### src/rtl/reorder_buffer_pkg.sv
// Shared ROB / register-bus types and the ROB control state encoding.
// Imported by the reorder buffer and its rename table.
package reorder_buffer_pkg;

    localparam int ROB_DEPTH_DEF  = 16;
    localparam int ROB_ADDR_WIDTH = $clog2(ROB_DEPTH_DEF);
    localparam int DATA_WIDTH_DEF = 32;
    localparam int REG_ADDR_WIDTH = 5;
    localparam int REG_COUNT      = 32;

    typedef logic [ROB_ADDR_WIDTH-1:0] ROB_BUS;
    typedef logic [DATA_WIDTH_DEF-1:0] DATA_BUS;
    typedef logic [REG_ADDR_WIDTH-1:0] REG_ADDR_BUS;

    typedef enum logic [1:0] {
        RUN     = 2'd0,
        REREF   = 2'd1,
        RESTORE = 2'd2
    } rob_state_e;

endpackage

### src/rtl/rob_rename_table.sv
// Per-architectural-register record of the youngest in-flight ROB id.
// One write (set or clear) per cycle, one combinational read.
module rob_rename_table
    import reorder_buffer_pkg::*;
#(
    parameter int ID_W = ROB_ADDR_WIDTH
) (
    input  logic            clk,
    input  logic            rst,
    input  logic            i_we,
    input  logic            i_set,
    input  REG_ADDR_BUS     i_waddr,
    input  logic [ID_W-1:0] i_wid,
    input  REG_ADDR_BUS     i_raddr,
    output logic [ID_W-1:0] o_rid,
    output logic            o_rvalid
);

    logic [ID_W-1:0]      r_last_id [REG_COUNT];
    logic [REG_COUNT-1:0] r_last_valid;

    // Valid bits: cleared on reset, set on rename, cleared on retire/restore
    always_ff @(posedge clk) begin
        if (rst) begin
            r_last_valid <= '0;
        end else if (i_we) begin
            r_last_valid[i_waddr] <= i_set;
        end
    end

    // Id storage only changes when a new rename is recorded
    always_ff @(posedge clk) begin
        if (i_we && i_set) begin
            r_last_id[i_waddr] <= i_wid;
        end
    end

    assign o_rid    = r_last_id[i_raddr];
    assign o_rvalid = r_last_valid[i_raddr];

endmodule

### src/rtl/reorder_buffer.sv
// In-order retirement buffer that owns the register-file write port:
// rename references on dispatch, values on commit, walk-restore on flush.
module reorder_buffer
    import reorder_buffer_pkg::*;
#(
    parameter  int ROB_DEPTH  = 16,
    parameter  int DATA_WIDTH = 32,
    localparam int AW         = $clog2(ROB_DEPTH)
) (
    input  logic                  clk,
    input  logic                  rst,
    input  logic                  alloc_valid,
    input  REG_ADDR_BUS           alloc_dest,
    output logic                  alloc_ready,
    output logic [AW-1:0]         alloc_id,
    input  logic                  wb_valid,
    input  logic [AW-1:0]         wb_id,
    input  logic [DATA_WIDTH-1:0] wb_data,
    input  logic                  flush,
    output logic                  commit_valid,
    output logic [AW-1:0]         commit_id,
    output logic                  write_en,
    output REG_ADDR_BUS           write_addr,
    output logic                  write_restore,
    output logic                  write_is_ref,
    output logic [DATA_WIDTH-1:0] write_data
);

    localparam logic [AW:0] FULL = (AW+1)'(ROB_DEPTH);

    logic [ROB_DEPTH-1:0]  r_valid;
    logic [ROB_DEPTH-1:0]  r_done;
    REG_ADDR_BUS           r_dest [ROB_DEPTH];
    logic [DATA_WIDTH-1:0] r_data [ROB_DEPTH];
    logic [AW-1:0]         r_head;
    logic [AW-1:0]         r_tail;
    logic [AW:0]           r_count;
    rob_state_e            r_state;
    REG_ADDR_BUS           r_rst_cnt;
    REG_ADDR_BUS           r_reref_dest;

    REG_ADDR_BUS           w_head_dest;
    logic                  w_commit;
    logic                  w_cmt_port;
    logic                  w_grant;
    logic                  w_alloc_wr;
    logic                  w_match;
    REG_ADDR_BUS           w_raddr;
    logic [AW-1:0]         w_rid;
    logic                  w_rvalid;
    logic                  w_tw_en;
    logic                  w_tw_set;
    REG_ADDR_BUS           w_tw_addr;

    assign w_head_dest = r_dest[r_head];
    assign w_commit    = !rst && (r_state == RUN) && r_valid[r_head]
                         && r_done[r_head] && !flush;
    assign w_cmt_port  = w_commit && (w_head_dest != '0);
    assign w_match     = w_rvalid && (w_rid == r_head);

    assign alloc_ready = !rst && (r_state == RUN) && (r_count != FULL)
                         && !flush && !w_cmt_port;
    assign w_grant     = alloc_ready && alloc_valid;
    assign w_alloc_wr  = w_grant && (alloc_dest != '0);

    assign alloc_id     = rst ? '0 : r_tail;
    assign commit_valid = w_commit;
    assign commit_id    = w_commit ? r_head : '0;

    // Rename-table read address follows whichever phase needs it
    always_comb begin
        w_raddr = w_head_dest;
        if (r_state == RESTORE) begin
            w_raddr = r_rst_cnt;
        end else if (r_state == REREF) begin
            w_raddr = r_reref_dest;
        end
    end

    // Rename-table update: restore clear, retire clear, or new rename
    always_comb begin
        w_tw_en   = 1'b0;
        w_tw_set  = 1'b0;
        w_tw_addr = alloc_dest;
        if (!rst && !flush) begin
            if ((r_state == RESTORE) && w_rvalid) begin
                w_tw_en   = 1'b1;
                w_tw_addr = r_rst_cnt;
            end else if (w_cmt_port && w_match) begin
                w_tw_en   = 1'b1;
                w_tw_addr = w_head_dest;
            end else if (w_alloc_wr) begin
                w_tw_en   = 1'b1;
                w_tw_set  = 1'b1;
            end
        end
    end

    rob_rename_table #(
        .ID_W (AW)
    ) u_rename (
        .clk      (clk),
        .rst      (rst),
        .i_we     (w_tw_en),
        .i_set    (w_tw_set),
        .i_waddr  (w_tw_addr),
        .i_wid    (r_tail),
        .i_raddr  (w_raddr),
        .o_rid    (w_rid),
        .o_rvalid (w_rvalid)
    );

    // Register-file port arbitration: restore > reref > commit > alloc
    always_comb begin
        write_en      = 1'b0;
        write_addr    = '0;
        write_restore = 1'b0;
        write_is_ref  = 1'b0;
        write_data    = '0;
        if (!rst && !flush) begin
            if (r_state == RESTORE) begin
                if (w_rvalid) begin
                    write_en      = 1'b1;
                    write_restore = 1'b1;
                    write_addr    = r_rst_cnt;
                end
            end else if (r_state == REREF) begin
                write_en     = 1'b1;
                write_is_ref = 1'b1;
                write_addr   = r_reref_dest;
                write_data   = DATA_WIDTH'(w_rid);
            end else if (w_cmt_port) begin
                write_en   = 1'b1;
                write_addr = w_head_dest;
                write_data = r_data[r_head];
            end else if (w_alloc_wr) begin
                write_en     = 1'b1;
                write_is_ref = 1'b1;
                write_addr   = alloc_dest;
                write_data   = DATA_WIDTH'(r_tail);
            end
        end
    end

    // Entry valid/done tracking
    always_ff @(posedge clk) begin
        if (rst || flush) begin
            r_valid <= '0;
            r_done  <= '0;
        end else begin
            if (wb_valid && r_valid[wb_id]) begin
                r_done[wb_id] <= 1'b1;
            end
            if (w_commit) begin
                r_valid[r_head] <= 1'b0;
            end
            if (w_grant) begin
                r_valid[r_tail] <= 1'b1;
                r_done[r_tail]  <= 1'b0;
            end
        end
    end

    // Entry payload: destination on grant, result on writeback
    always_ff @(posedge clk) begin
        if (!rst && !flush && wb_valid && r_valid[wb_id]) begin
            r_data[wb_id] <= wb_data;
        end
        if (w_grant) begin
            r_dest[r_tail] <= alloc_dest;
        end
    end

    // Head/tail pointers and occupancy
    always_ff @(posedge clk) begin
        if (rst) begin
            r_head  <= '0;
            r_tail  <= '0;
            r_count <= '0;
        end else if (flush) begin
            r_head  <= r_tail;
            r_count <= '0;
        end else begin
            if (w_commit) begin
                r_head <= r_head + 1'b1;
            end
            if (w_grant) begin
                r_tail <= r_tail + 1'b1;
            end
            r_count <= r_count + (AW+1)'(w_grant) - (AW+1)'(w_commit);
        end
    end

    // Control FSM: run, one-cycle re-reference, flush restore walk
    always_ff @(posedge clk) begin
        if (rst) begin
            r_state      <= RUN;
            r_rst_cnt    <= '0;
            r_reref_dest <= '0;
        end else if (flush) begin
            r_state   <= RESTORE;
            r_rst_cnt <= 5'd1;
        end else begin
            case (r_state)
                RUN: begin
                    if (w_cmt_port && w_rvalid && !w_match) begin
                        r_state      <= REREF;
                        r_reref_dest <= w_head_dest;
                    end
                end
                REREF: begin
                    r_state <= RUN;
                end
                RESTORE: begin
                    if (r_rst_cnt == 5'd31) begin
                        r_state   <= RUN;
                        r_rst_cnt <= '0;
                    end else begin
                        r_rst_cnt <= r_rst_cnt + 5'd1;
                    end
                end
                default: begin
                    r_state <= RUN;
                end
            endcase
        end
    end

endmodule
### config.mk
export PLATFORM = sky130hd
export DESIGN_NAME = reorder_buffer
export DESIGN_NICKNAME = d
export VERILOG_FILES = /design/src/rtl/reorder_buffer_pkg.sv /design/src/rtl/rob_rename_table.sv /design/src/rtl/reorder_buffer.sv
export SDC_FILE = /design/constraint.sdc
export NUM_CORES = 1
export LEC_CHECK = 0
export BUFFER_PORTS_ARGS = -buffer_cell sky130_fd_sc_hd__buf_4
export CAP_MARGIN = 5
export CORE_MARGIN = 5
export CORE_UTILIZATION = 50
export CTS_CLUSTER_DIAMETER = 200
export CTS_CLUSTER_SIZE = 40
export DETAILED_ROUTE_END_ITERATION = 8
export PLACE_DENSITY = 0.76
export REMOVE_ABC_BUFFERS = 1
export SYNTH_ARGS = -nofsm -noshare
export SYNTH_HDL_FRONTEND = slang
export SYNTH_SLANG_ARGS = --single-unit
### constraint.sdc
create_clock -name clk -period 4.8 [get_ports clk]
set_clock_uncertainty 0.2 [all_clocks]
set_input_delay 0.72 -clock clk [delete_from_list [all_inputs] [get_ports clk]]
set_output_delay 0.72 -clock clk [all_outputs]
set_load 0.05 [all_outputs]
==> impl_metrics.ini <==
[run_status]
outcome = finished with violations
failed_checks = DRC, setup timing

[critical_path]
worstSetupStartpointType = flop
crit_buf_inv = 7
slowest_delay_ns = 0.53
worstPathArrival_ns = 5.72
rr_worst_depth = 21
cp-end-kind = flop
cpMaxStageDelayCell = mux4_2
cp_top_family = multiplexers
cp.depth = 21
worst-setup-path-type = flop to flop
path_cells = buf_8 > buf_6 > mux2i_2 > mux4_2 > o22ai_2 > or2_4 > buf_12 > mux2_4 > mux4_2 > or4_4 > nand3_4 > o22a_4 > buf_6 > nand4_1 > a211oi_4 > buf_4 > buf_6 > o21ai_4 > buf_6 > o21ai_0 > a21oi_1
cp_common_cell = buf_6
critPathMaxFanout = 7
reg2reg_slack_ns = -0.59
critical_path_required_ns = 5.13

[die]
initial_core_util = 0.5014
die_area_um2 = 72380
rows = 95
die_w_um = 269.0
core_um2 = 66920
io_pins = 96
die_h_um = 269.0

[yosys]
synth_cell_types = 88
synth_edf_count = 720
synthArstFlopShare = 0
ys.flop_type = edfxtp_1
synth.avg_cell_area_um2 = 17.10
synth-seq-cells = 813
syn_area_um2 = 33550
postSynthCellCount = 1962
ys_warn_count = 0
ys_seq_area_frac = 0.6999

[timing]
slew_headroom = 0.2572
setup_viol = 167
final.setup.tns_ns = -59.81
fmax_mhz = 185.5
setup_ws_ns = -0.5915
hold_viol = 0
whs_ns = 0.1622
min_period_ns = 5.392
worst_pin_slew_ns = 1.104
finalMaxSlewViolations = 0
rsz0062_at_grt = true
timing.final.crit_share = 1.123

[routing]
wl_per_cell_um = 27.86
drc = 2
dr.pass1.iters = 9
vias = 20760
via_per_inst = 6.508
drt-total-wl_um = 88880
drtIter0Drc = 2626
drtAntennaViolNets = 0

[cts]
clk_latency_ns = 0.64
cts_max_level = 1
cts_tree = done
clk_path_buf_depth = 3
root_buffer = clkbuf_16
cts_inserted_buffers = 24
clkTransAtPathRegs_ns = 0.16
cts_num_sinks = 813
ctsHoldBuffers = 0

[place]
dp_hpwl_um = 49740
io_buffers = 95
dp.cells = 3043
gp_congestion = 0.9573

[finish]
nets = 2359
nFillCells = 4569
drive_gt1_frac = 0.3881
areaGrowthSynthToFinish_pct = 20.21
stdcell_count = 3190

[power_and_ir_drop]
leakage_nw = 12.82
ir_drop_mv = 0.2781
p_per_area_nw_per_um2 = 287.2
power_w = 0.01158

[global_route]
grt_max_degree = 77
met3_usage = 0.04097
grtUsageTotal = 0.2308
grt_pass1_wl_um = 126700
met1_usage = 0.3241
grt.busiest_layer = met2
antenna_found_initial = 4
grt_pass1_vias = 19890
overflow = 0
use_met2 = 0.3854

[run]
drv_cap = 0

[min_path]
hold_class = input port to flop
holdPathStages = 1
sequential cells by signal, indices dropped and copies added, names as in the netlist, named ones only:
register / count
u_rename.r_last_valid: 32
r_reref_dest: 5
r_dest: 80
r_valid: 16
r_data: 512
u_rename.r_last_id: 128
r_state: 2
r_head: 4
r_count: 5
r_tail: 4
r_done: 16
r_rst_cnt: 5
cells in the mapped netlist, types with 4 or more instances:
master / count / share of area
a22oi_1: 10 / 0.0022
buf_1: 11 / 0.0012
and2_1: 13 / 0.0024
a311oi_1: 11 / 0.0029
a31oi_1: 10 / 0.0019
o211ai_1: 27 / 0.0060
a21boi_0: 6 / 0.0013
xor2_1: 5 / 0.0013
mux2i_1: 29 / 0.0087
o221a_2: 4 / 0.0013
o31ai_1: 11 / 0.0025
nand2b_1: 9 / 0.0017
nor2b_1: 40 / 0.0075
ha_1: 16 / 0.0060
mux4_2: 190 / 0.13
o21a_1: 6 / 0.0013
nand2_1: 72 / 0.0081
buf_4: 5 / 0.0011
o21ai_1: 9 / 0.0013
o211a_1: 7 / 0.0021
buf_6: 6 / 0.0020
a31o_2: 8 / 0.0021
nand3_1: 66 / 0.0098
buf_2: 22 / 0.0033
o22a_1: 5 / 0.0013
a222oi_1: 4 / 0.0012
a211oi_1: 12 / 0.0027
or3_1: 15 / 0.0028
o221ai_1: 5 / 0.0013
edfxtp_1: 720 / 0.64
a21oi_1: 73 / 0.011
mux2_2: 24 / 0.0081
nor2_1: 128 / 0.014
inv_1: 22 / 0.0025
o21ai_0: 54 / 0.0081
dfxtp_1: 93 / 0.055
nor3_1: 32 / 0.0048
o22ai_1: 4 / 0.00075
nand4_1: 11 / 0.0021
and3_1: 10 / 0.0019
a221oi_1: 8 / 0.0021
clkbuf_1: 79 / 0.0088
power breakdown:
| group | total, W | leakage, nW | internal (W) | switching [W] |
|---|---|---|---|---|
| Clock | 0.00297 | 0.340 | 0.000992 | 0.00197 |
| Sequential | 0.00768 | 7.30 | 0.00767 | 0.00000992 |
| Combinational | 0.000937 | 5.18 | 0.000432 | 0.000505 |
routing by layer:
metal,part of all wire,vias to the layer above
li1,-,8538
met1,0.37,10590
met4,0.037,2
met5,0.00019,-
met2,0.49,1362
met3,0.096,269
cells in the final DEF (no fill, tap or decap), types with 24 or more instances in the layout:
cell / instances
mux4_2: 190
clkbuf_16: 25
o21ai_0: 46
nor3_1: 28
edfxtp_1: 720
buf_12: 29
nor2_4: 50
nand2_1: 63
mux2i_1: 24
o211ai_1: 27
nor2b_1: 38
dfxtp_1: 89
buf_4: 300
buf_6: 83
nor2_1: 73
nand3_1: 56
a21oi_1: 54
cell type report:
cell class	count	area, um2	share of cell area
clock inverters	2	60.06	0.001489
flip-flops and latches	813	23500	0.5826
repair buffers	427	4065	0.1008
multi-input cells	1006	10840	0.2687
clock buffers	42	668.1	0.01657
inverters	24	103.9	0.002575
diodes	3	7.507	0.0001861
well taps	873	1092	0.02708
repair_timing:
action                                 CTS  global route
endpoints found under the hold margin    0             0
pin swaps                               80            93
cloned                                   6             1
gates resized for setup                262           160
setup buffers                           65            55
setup endpoints to repair              196           190
worst paths after layout:
path	from	to
setup / recovery	flop	u_rename.r_last_valid[3]$_SDFFE_PP0P_
hold / removal	wb_data[13]	r_data[5][13]$_DFFE_PP_
setup reg to reg	flop	u_rename.r_last_valid[3]$_SDFFE_PP0P_
hold reg to reg	u_rename.r_last_valid[0]$_SDFFE_PP0P_	u_rename.r_last_valid[0]$_SDFFE_PP0P_
logic make-up (layout without fill, tap and decap cells):
family	count (synthesis)	after routing	share of synthesized area
adder cells (fa/ha/maj)	17	17	0.006563
multiplexers	244	244	0.1446
XOR/XNOR	9	9	0.002573
flip-flops	813	813	0.6999
buffers and inverters	147	495	0.01921
AO/OA/AOI/OAI	312	312	0.06653
AND/OR/NAND/NOR	419	420	0.06053
other	1	7	0.0001118
stage by stage:
step | setup slack, ns | cell area (um2) | utilization
finish | -0.5915 | 40330 | 0.6027
detailed placement | -0.3381 | 36860 | 0.5508
floorplan | -7.517 | 33010 | -
global placement | -0.2505 | 36860 | 0.5508
global route | -0.6550 | 40320 | 0.6026
CTS | -0.2630 | 39410 | 0.5889
Power figures use the tool's default switching activity.
